--- src/rtl/dmem_io_bus_pkg.sv ---
// Shared constants for the data-memory / memory-mapped I/O block.
// The same values are consumed by the software header generator, so the
// I/O offsets below are part of the CPU-visible address map.
package dmem_io_pkg;

    localparam int BUS_W        = 32;
    localparam int IO_OFF_W     = 5;
    localparam int OFF_OUT_BASE = 0;
    localparam int OFF_IN_BASE  = 8;
    localparam int OFF_STATUS   = 16;

    // Replace the byte lanes selected by be, keep the others.
    function automatic logic [BUS_W-1:0] lane_merge(
        input logic [BUS_W-1:0] old_w,
        input logic [BUS_W-1:0] new_w,
        input logic [3:0]       be
    );
        logic [BUS_W-1:0] m;
        m = old_w;
        for (int i = 0; i < 4; i++) begin
            if (be[i]) begin
                m[8*i +: 8] = new_w[8*i +: 8];
            end
        end
        return m;
    endfunction

endpackage

--- src/rtl/dmem_io_bus_if.sv ---
// MEM-stage access bus between the CPU pipeline and dmem_io_bus.
//
// Handshake: there is no back-pressure. Every cycle with req = 1 is an
// accepted access (write when we = 1, read when we = 0). An accepted read
// is answered by rvalid = 1 with rdata in the cycle after the sampling
// edge; writes never raise rvalid. rdata holds its value between reads.
interface dmem_io_bus_if;
    logic        req;
    logic        we;
    logic [3:0]  be;
    logic [31:0] addr;
    logic [31:0] wdata;
    logic [31:0] rdata;
    logic        rvalid;

    modport master (
        output req, we, be, addr, wdata,
        input  rdata, rvalid
    );

    modport slave (
        input  req, we, be, addr, wdata,
        output rdata, rvalid
    );
endinterface

--- src/rtl/dmem_io_bus_in_sync.sv ---
// Input-port synchroniser: two flops bring the asynchronous pin into the
// clock domain (s1 -> s2), and s3 keeps the previous s2 so a change of the
// synchronised value can be reported as a one-cycle pulse.
module dmem_in_sync #(
    parameter int IN_W = 10
) (
    input  logic            clock,
    input  logic            reset,
    input  logic [IN_W-1:0] i_d,
    output logic [IN_W-1:0] o_q,
    output logic            o_chg
);

    logic [IN_W-1:0] r_s1;
    logic [IN_W-1:0] r_s2;
    logic [IN_W-1:0] r_s3;

    // Shift the pin value through s1, s2 and the history register s3.
    always_ff @(posedge clock) begin
        if (reset) begin
            r_s1 <= '0;
            r_s2 <= '0;
            r_s3 <= '0;
        end else begin
            r_s1 <= i_d;
            r_s2 <= r_s1;
            r_s3 <= r_s2;
        end
    end

    assign o_q   = r_s2;
    assign o_chg = (r_s2 != r_s3);

endmodule

--- src/rtl/dmem_io_bus.sv ---
// Data memory with memory-mapped I/O for the MEM stage. The address bit just
// above the RAM word index selects the I/O window; inside it, addr[6:2] is
// the word offset into the output ports, synchronised input ports and the
// read-to-clear change-status register. Reads return one cycle later.
module dmem_io_bus
    import dmem_io_pkg::*;
#(
    parameter int ADDR_W = 5,
    parameter int N_OUT  = 2,
    parameter int N_IN   = 2,
    parameter int IN_W   = 10
) (
    input  logic                 clock,
    input  logic                 reset,
    dmem_io_bus_if.slave         bus,
    input  logic [N_IN*IN_W-1:0] in_port,
    output logic [N_OUT*32-1:0]  out_port
);

    logic [31:0]         r_mem [2**ADDR_W];
    logic [31:0]         r_out [N_OUT];
    logic [N_IN-1:0]     r_flags;
    logic [31:0]         r_rdata;
    logic                r_rvalid;

    logic                w_io_sel;
    logic [ADDR_W-1:0]   w_ram_idx;
    logic [IO_OFF_W-1:0] w_off;
    logic                w_acc_wr;
    logic                w_acc_rd;
    logic                w_stat_rd;
    logic [31:0]         w_rd_word;
    logic [IN_W-1:0]     w_in_val [N_IN];
    logic [N_IN-1:0]     w_chg;
    logic                w_unused;

    assign w_io_sel  = bus.addr[ADDR_W+2];
    assign w_ram_idx = bus.addr[ADDR_W+1:2];
    assign w_off     = bus.addr[IO_OFF_W+1:2];
    assign w_unused  = ^{bus.addr[31:ADDR_W+3], bus.addr[1:0]};

    // Reset in the same cycle as an access cancels it completely.
    assign w_acc_wr  = bus.req & bus.we & ~reset;
    assign w_acc_rd  = bus.req & ~bus.we & ~reset;
    assign w_stat_rd = w_acc_rd & w_io_sel & (w_off == IO_OFF_W'(OFF_STATUS));

    for (genvar g = 0; g < N_IN; g++) begin : g_in
        dmem_in_sync #(
            .IN_W (IN_W)
        ) u_sync (
            .clock (clock),
            .reset (reset),
            .i_d   (in_port[g*IN_W +: IN_W]),
            .o_q   (w_in_val[g]),
            .o_chg (w_chg[g])
        );
    end

    for (genvar g = 0; g < N_OUT; g++) begin : g_out
        assign out_port[g*32 +: 32] = r_out[g];
    end

    // RAM word write with per-lane enables; contents are never reset.
    always_ff @(posedge clock) begin
        if (w_acc_wr && !w_io_sel) begin
            r_mem[w_ram_idx] <= lane_merge(r_mem[w_ram_idx], bus.wdata, bus.be);
        end
    end

    // Output-port registers, byte-lane writable at their I/O offsets.
    always_ff @(posedge clock) begin
        if (reset) begin
            for (int i = 0; i < N_OUT; i++) begin
                r_out[i] <= '0;
            end
        end else begin
            for (int i = 0; i < N_OUT; i++) begin
                if (w_acc_wr && w_io_sel && (w_off == IO_OFF_W'(OFF_OUT_BASE + i))) begin
                    r_out[i] <= lane_merge(r_out[i], bus.wdata, bus.be);
                end
            end
        end
    end

    // Select the word a read at this edge returns; unmapped offsets read 0.
    always_comb begin
        w_rd_word = '0;
        if (!w_io_sel) begin
            w_rd_word = r_mem[w_ram_idx];
        end else begin
            for (int i = 0; i < N_OUT; i++) begin
                if (w_off == IO_OFF_W'(OFF_OUT_BASE + i)) begin
                    w_rd_word = r_out[i];
                end
            end
            for (int i = 0; i < N_IN; i++) begin
                if (w_off == IO_OFF_W'(OFF_IN_BASE + i)) begin
                    w_rd_word = 32'(w_in_val[i]);
                end
            end
            if (w_off == IO_OFF_W'(OFF_STATUS)) begin
                w_rd_word = 32'(r_flags);
            end
        end
    end

    // Change flags: a status read clears, a coincident change event re-sets.
    always_ff @(posedge clock) begin
        if (reset) begin
            r_flags <= '0;
        end else begin
            r_flags <= (w_stat_rd ? '0 : r_flags) | w_chg;
        end
    end

    // Registered read data and its one-cycle valid strobe.
    always_ff @(posedge clock) begin
        if (reset) begin
            r_rdata  <= '0;
            r_rvalid <= 1'b0;
        end else begin
            r_rvalid <= w_acc_rd;
            if (w_acc_rd) begin
                r_rdata <= w_rd_word;
            end
        end
    end

    assign bus.rdata  = r_rdata;
    assign bus.rvalid = r_rvalid;

endmodule

--- src/flat_wrapper.sv ---
// flat-port wrapper written by rule: the top's interface ports become plain ports
module dmem_io_bus_flat import dmem_io_pkg::*;
#(
    parameter int ADDR_W = 5,
    parameter int N_OUT  = 2,
    parameter int N_IN   = 2,
    parameter int IN_W   = 10
)
  (clock, reset, in_port, out_port, bus_req, bus_we, bus_be, bus_addr, bus_wdata, bus_rdata, bus_rvalid);
  dmem_io_bus_if bus_i ();
  input  logic clock;
  input  logic reset;
  input  logic [N_IN*IN_W-1:0] in_port;
  output logic [N_OUT*32-1:0] out_port;
  input wire logic [$bits(bus_i.req)-1:0] bus_req;
  input wire logic [$bits(bus_i.we)-1:0] bus_we;
  input wire logic [$bits(bus_i.be)-1:0] bus_be;
  input wire logic [$bits(bus_i.addr)-1:0] bus_addr;
  input wire logic [$bits(bus_i.wdata)-1:0] bus_wdata;
  output wire logic [$bits(bus_i.rdata)-1:0] bus_rdata;
  output wire logic [$bits(bus_i.rvalid)-1:0] bus_rvalid;
  assign bus_i.req = bus_req;
  assign bus_i.we = bus_we;
  assign bus_i.be = bus_be;
  assign bus_i.addr = bus_addr;
  assign bus_i.wdata = bus_wdata;
  assign bus_rdata = bus_i.rdata;
  assign bus_rvalid = bus_i.rvalid;
  dmem_io_bus #(.ADDR_W(ADDR_W), .N_OUT(N_OUT), .N_IN(N_IN), .IN_W(IN_W)) u_core (.clock(clock), .reset(reset), .bus(bus_i), .in_port(in_port), .out_port(out_port));
endmodule
--- config.mk ---
export PLATFORM = sky130hd
export DESIGN_NAME = dmem_io_bus_flat
export DESIGN_NICKNAME = d
export VERILOG_FILES = /design/src/rtl/dmem_io_bus_pkg.sv /design/src/rtl/dmem_io_bus_if.sv /design/src/rtl/dmem_io_bus_in_sync.sv /design/src/rtl/dmem_io_bus.sv /design/src/flat_wrapper.sv
export SDC_FILE = /design/constraint.sdc
export NUM_CORES = 1
export LEC_CHECK = 0
export ABC_AREA = 0
export BUFFER_PORTS_ARGS = -buffer_cell sky130_fd_sc_hd__buf_2
export CORE_ASPECT_RATIO = 1.4
export CORE_MARGIN = 4
export CORE_UTILIZATION = 55
export CTS_CLUSTER_DIAMETER = 100
export CTS_CLUSTER_SIZE = 25
export DETAILED_ROUTE_END_ITERATION = 12
export GPL_TIMING_DRIVEN = 0
export PLACE_DENSITY = 0.75
export SLEW_MARGIN = 20
export SYNTH_ARGS = -nofsm -noshare
export SYNTH_HDL_FRONTEND = slang
export SYNTH_HIERARCHICAL = 1
export SYNTH_SLANG_ARGS = --single-unit
export TNS_END_PERCENT = 20
--- constraint.sdc ---
create_clock -name clock -period 5 [get_ports clock]
set_clock_uncertainty 0.15 [all_clocks]
set_input_delay 1.25 -clock clock [delete_from_list [all_inputs] [get_ports clock]]
set_output_delay 1.25 -clock clock [all_outputs]
set_load 0.02 [all_outputs]
==> flow_summary.html <==
<table>
<tr><th>Metric</th><th>Value</th></tr>
<tr><th colspan="2">Outcome</th></tr>
<tr><td>Run status</td><td>completed</td></tr>
<tr><th colspan="2">Floorplan</th></tr>
<tr><td>Row Count</td><td>125</td></tr>
<tr><td>Die area</td><td>88120 um^2</td></tr>
<tr><td>Area inside the core boundary</td><td>82890 um^2</td></tr>
<tr><td>Starting utilization of the core area</td><td>55.32%</td></tr>
<tr><td>Die H</td><td>349.7 um</td></tr>
<tr><td>Top-level I/O count</td><td>189</td></tr>
<tr><td>Width of the die</td><td>252.0 um</td></tr>
<tr><th colspan="2">Logic synthesis</th></tr>
<tr><td>Count of different cell masters after synthesis</td><td>58</td></tr>
<tr><td>Most common library cells after synthesis</td><td>sky130_fd_sc_hd__edfxtp_1, sky130_fd_sc_hd__mux2i_1, sky130_fd_sc_hd__o22ai_1</td></tr>
<tr><td>Synthesized net count</td><td>roughly 2700</td></tr>
<tr><td>Proportion of synthesized flip-flops having asynchronous set or reset</td><td>0%</td></tr>
<tr><td>Number of warnings reported in the yosys synthesis log</td><td>6</td></tr>
<tr><td>Main combinational cell family by area after synthesis</td><td>multiplexers</td></tr>
<tr><td>Xor/xnor share of the synthesized area</td><td>less than 1%</td></tr>
<tr><td>Count of flip-flops with a built-in enable after synthesis</td><td>1088</td></tr>
<tr><td>Most common cell in the netlist</td><td>sky130_fd_sc_hd__edfxtp_1</td></tr>
<tr><td>Simple-gate share of the synthesized area</td><td>around 4.3%</td></tr>
<tr><td>Share of synthesized cell area in full adder, half adder and majority cells</td><td>0%</td></tr>
<tr><td>Avg Cell Area, Syn</td><td>17.49 um^2</td></tr>
<tr><td>Synthesized-area fraction occupied by ao, oa, aoi and oai cells</td><td>just under 6%</td></tr>
<tr><td>Most instantiated flip-flop cell in the synthesis netlist</td><td>sky130_fd_sc_hd__edfxtp_1</td></tr>
<tr><td>Synthesized netlist cell count</td><td>2622</td></tr>
<tr><td>Top cells by area in the synthesized netlist</td><td>sky130_fd_sc_hd__edfxtp_1, sky130_fd_sc_hd__mux2i_1, sky130_fd_sc_hd__dfxtp_1</td></tr>
<tr><td>Portion of synthesized cell area occupied by the leading cell type</td><td>71.25%</td></tr>
<tr><td>Seq cells post-synth</td><td>1183</td></tr>
<tr><td>Fraction of the yosys area taken by sequential cells</td><td>75.39%</td></tr>
<tr><td>Netlist area before placement</td><td>45860 um^2</td></tr>
<tr><td>Cell type with the largest total area after synthesis</td><td>sky130_fd_sc_hd__edfxtp_1</td></tr>
<tr><td>Fraction of synthesized area in multiplexers</td><td>around an eighth</td></tr>
<tr><th colspan="2">Worst setup path</th></tr>
<tr><td>Buf+Inv Stages, Crit Path</td><td>3</td></tr>
<tr><td>Worst setup path category</td><td>input pin to flip-flop</td></tr>
<tr><td>Arrival time of the worst setup path</td><td>4.62 ns</td></tr>
<tr><td>Highest net fanout along the worst path</td><td>32</td></tr>
<tr><td>Launch point of the worst reg-to-reg path</td><td>u_core/r_mem[31][11]$_DFFE_PP_</td></tr>
<tr><td>Worst Setup SP</td><td>bus_addr[5]</td></tr>
<tr><td>Critical Path, Cell by Cell</td><td>buf_2, or4b_1, clkbuf_2, clkbuf_1, o22ai_1, nor4_1, nand2_1, mux2_2</td></tr>
<tr><td>CP Capture Type</td><td>flip-flop</td></tr>
<tr><td>Kind of start point of the critical path</td><td>input pin</td></tr>
<tr><td>Top cell family by delay on the critical path</td><td>buffers and inverters</td></tr>
<tr><td>Cell at the slowest stage of the critical path</td><td>sky130_fd_sc_hd__clkbuf_1</td></tr>
<tr><td>Largest incremental delay on the critical path</td><td>between 0.8 and 0.9 ns</td></tr>
<tr><td>CP Data Required Time</td><td>5.16 ns</td></tr>
<tr><th colspan="2">Route</th></tr>
<tr><td>Via density per instance</td><td>7.007</td></tr>
<tr><td>Iteration count of the initial detailed-routing pass</td><td>6</td></tr>
<tr><td>Vias post-DR</td><td>between 20000 and 30000</td></tr>
<tr><td>Average wire per standard cell</td><td>37.03 um</td></tr>
<tr><td>Number of violations reported at the end of detailed-routing iteration 0</td><td>3968</td></tr>
<tr><td>Detail Route Antenna Nets</td><td>0</td></tr>
<tr><td>Routed WL</td><td>~150 mm</td></tr>
<tr><td>Post-route DRC violation count</td><td>0</td></tr>
<tr><th colspan="2">CTS</th></tr>
<tr><td>Number of clock buffers inserted by TritonCTS</td><td>53</td></tr>
<tr><td>Skew-Pair Late Insertion Delay</td><td>0.67 ns</td></tr>
<tr><td>Number of post-CTS setup repair buffers</td><td>0</td></tr>
<tr><td>CTS root buffer</td><td>sky130_fd_sc_hd__clkbuf_16</td></tr>
<tr><td>Post-CTS sizing</td><td>0</td></tr>
<tr><td>CTS H-tree depth</td><td>2</td></tr>
<tr><td>TritonCTS clock tree</td><td>done</td></tr>
<tr><td>Clock slew at the register clock pins of the worst setup and hold paths</td><td>about 0.09 ns</td></tr>
<tr><td># hold bufs at CTS</td><td>0</td></tr>
<tr><td>Bufs on Longest Clock Path</td><td>3</td></tr>
<tr><td>Total clock sinks</td><td>1183</td></tr>
<tr><th colspan="2">Power and ir drop</th></tr>
<tr><td>VDD IR max</td><td>approximately 420 uV</td></tr>
<tr><td>Switching Power</td><td>0.003878 W</td></tr>
<tr><td>Sequential share of power</td><td>64.1%</td></tr>
<tr><td>Pwr per Cell Area</td><td>336.7 nW/um^2</td></tr>
<tr><td>Sw Ratio</td><td>between 20% and 30%</td></tr>
<tr><td>Overall power</td><td>0.01731 W</td></tr>
<tr><td>Proportion of power drawn by combinational gates</td><td>7.5%</td></tr>
<tr><td>Leakage</td><td>18.23 nW</td></tr>
<tr><td>Clock share of power</td><td>between 20% and 30%</td></tr>
<tr><td>Internal Dissipation</td><td>0.01343 W</td></tr>
<tr><th colspan="2">Global routing</th></tr>
<tr><td>Most Crowded Layer GR</td><td>met2</td></tr>
<tr><td>GR Util met3</td><td>8.423%</td></tr>
<tr><td>Number of antenna violations at the first check in global routing</td><td>9</td></tr>
<tr><td>Global-route met1 utilization</td><td>39.38%</td></tr>
<tr><td>Number of global-route vias before repair</td><td>27050</td></tr>
<tr><td>Sum of overflow across all layers after global routing</td><td>0</td></tr>
<tr><td>Global routing usage on met2</td><td>52.38%</td></tr>
<tr><td>Largest net degree at the start of global routing</td><td>33</td></tr>
<tr><td>First-pass GRT wire length</td><td>202.5 mm</td></tr>
<tr><td>Global-route total usage across every layer</td><td>roughly a third</td></tr>
<tr><th colspan="2">Placement</th></tr>
<tr><td>Weighted congestion at the end of routability-driven global placement</td><td>0.9143</td></tr>
<tr><td>Hpwl dp</td><td>100.6 mm</td></tr>
<tr><td>Cell Count Post-Placement</td><td>3936</td></tr>
<tr><td>Number of input and output port buffers inserted</td><td>158</td></tr>
<tr><td>Worst setup slack before clock tree synthesis</td><td>0.03394 ns</td></tr>
<tr><td>Area after detailed placement</td><td>49880 um^2</td></tr>
<tr><th colspan="2">Timing</th></tr>
<tr><td>Setup repair after global routing missed its margin</td><td>no</td></tr>
<tr><td>Setup violations, final</td><td>0</td></tr>
<tr><td>Post-route setup slack</td><td>roughly 0.54 ns</td></tr>
<tr><td>Final Hold Violating Endpoints</td><td>0</td></tr>
<tr><td>F_max</td><td>224.2 MHz</td></tr>
<tr><td>Max-slew headroom</td><td>24.79%</td></tr>
<tr><td>Tcrit/Tclk final</td><td>89.21%</td></tr>
<tr><td>Final Critical Period</td><td>4.460 ns</td></tr>
<tr><td>Max-slew violation count</td><td>0</td></tr>
<tr><td>Slew of the pin with the lowest slew margin</td><td>1.128 ns</td></tr>
<tr><th colspan="2">Layout</th></tr>
<tr><td>Number of non-filler instances in the completed layout</td><td>4024</td></tr>
<tr><td>Layout overhead on the synthesized area</td><td>12.09%</td></tr>
<tr><td>Final non-filler cell area</td><td>51400 um^2</td></tr>
<tr><td>Share of layout cells above drive strength 1</td><td>roughly a fifth</td></tr>
<tr><td># nets final</td><td>3004</td></tr>
<tr><th colspan="2">Worst hold path</th></tr>
<tr><td>Worst min path class</td><td>flip-flop to flip-flop</td></tr>
<tr><td>Hold path start</td><td>u_core/g_in[1].u_sync/r_s1[5]$_SDFF_PP0_</td></tr>
<tr><th colspan="2">Job</th></tr>
<tr><td>Total of max-cap violations</td><td>0</td></tr>
</table>
-- flip-flops by register name, summed over array words and instances, names as in the netlist --
name,cells
u_core/r_flags,2
u_core/bus.rdata,32
u_core/bus.rvalid,1
u_core/r_out,64
u_core/g_in.u_sync/r_s1,20
u_core/g_in.u_sync/o_q,20
u_core/g_in.u_sync/r_s3,20
u_core/r_mem,1024
-- per-layer routing --
metal | part of all wire [%] | vias up
met2 | 46 | 2594
li1 | - | 10970
met4 | 9.2 | 0
met3 | 14 | 703
met1 | 31 | 13930
met5 | 0 | -
-- worst register-to-register path: stages (launching register included) --
cell and delay (ns):
sky130_fd_sc_hd__edfxtp_1 0.37, sky130_fd_sc_hd__mux2i_1 0.18, sky130_fd_sc_hd__o22ai_1 0.12, sky130_fd_sc_hd__nor4_1 0.59, sky130_fd_sc_hd__nand2_1 0.47, sky130_fd_sc_hd__mux2_2 0.65
-- through the flow --
stage / setup TNS, ns / hold slack, ns / util (%)
3_3_place_gp: -2144.62 / 0.2711 / 57.91
4_1_cts: 0 / 0.3011 / 61.97
2_1_floorplan: -0.5152 / 0.2609 / -
3_5_place_dp: 0 / 0.2768 / 60.18
6_report: 0 / 0.2992 / 62.01
5_1_grt: 0 / 0.3103 / 61.98
-- power groups by stage --
stage,Combinational (W),Sequential (W),Clock [W]
after floorplan,0.000670,0.0114,0
after global placement,0.00118,0.0113,0
after detailed placement,0.00125,0.0113,0
after CTS,0.00125,0.0111,0.00493
after global routing,0.00133,0.0111,0.00529
final,0.00129,0.0111,0.00492
-- worst paths after layout --
check | endpoint | cells past startpoint | slack [ns]
setup / recovery | u_core/r_mem[4][14]$_DFFE_PP_ | 8 | 0.54
hold / removal | u_core/g_in[1].u_sync/o_q[5]$_SDFF_PP0_ | 1 | 0.30
setup reg to reg | u_core/r_mem[12][11]$_DFFE_PP_ | 5 | 2.10
hold reg to reg | u_core/g_in[1].u_sync/o_q[5]$_SDFF_PP0_ | 1 | 0.30
-- cell families after synthesis --
kind of cell    Yosys count
compound gates          374
flops                  1183
mux                     544
simple gates            334
xor+xnor                 20
buf+inv                 167
-- cell usage in the layout (no fill, tap or decap), types with 10 or more instances in the layout --
cell type                      n
sky130_fd_sc_hd__a21o_1       29
sky130_fd_sc_hd__a22oi_1      19
sky130_fd_sc_hd__and2_1       32
sky130_fd_sc_hd__buf_12       14
sky130_fd_sc_hd__buf_16       44
sky130_fd_sc_hd__buf_2       261
sky130_fd_sc_hd__buf_4        30
sky130_fd_sc_hd__buf_6        21
sky130_fd_sc_hd__clkbuf_1     42
sky130_fd_sc_hd__clkbuf_16    55
sky130_fd_sc_hd__dfxtp_1      95
sky130_fd_sc_hd__diode_2      10
sky130_fd_sc_hd__edfxtp_1   1088
sky130_fd_sc_hd__mux2_2       32
sky130_fd_sc_hd__mux2i_1     512
sky130_fd_sc_hd__nand2_1      56
sky130_fd_sc_hd__nand3_1      31
sky130_fd_sc_hd__nor2_4       28
sky130_fd_sc_hd__nor2b_1      56
sky130_fd_sc_hd__nor4_1       68
sky130_fd_sc_hd__o21ai_0      10
sky130_fd_sc_hd__o22ai_1     254
sky130_fd_sc_hd__o31ai_2      28
sky130_fd_sc_hd__xor2_1       16
-- layout make-up --
cell class | instances | area, um^2
flip-flops and latches | 1183 | 34570
fillers | 5744 | 31490
multi-input cells | 1272 | 10550
repair buffers | 235 | 2441
clock buffers | 76 | 1455
well taps | 1079 | 1350
plain buffers | 164 | 962.2
clock inverters | 2 | 28.78
diodes | 10 | 25.02
inverters | 3 | 11.26
Note: power is estimated with default switching activity, not from simulation.
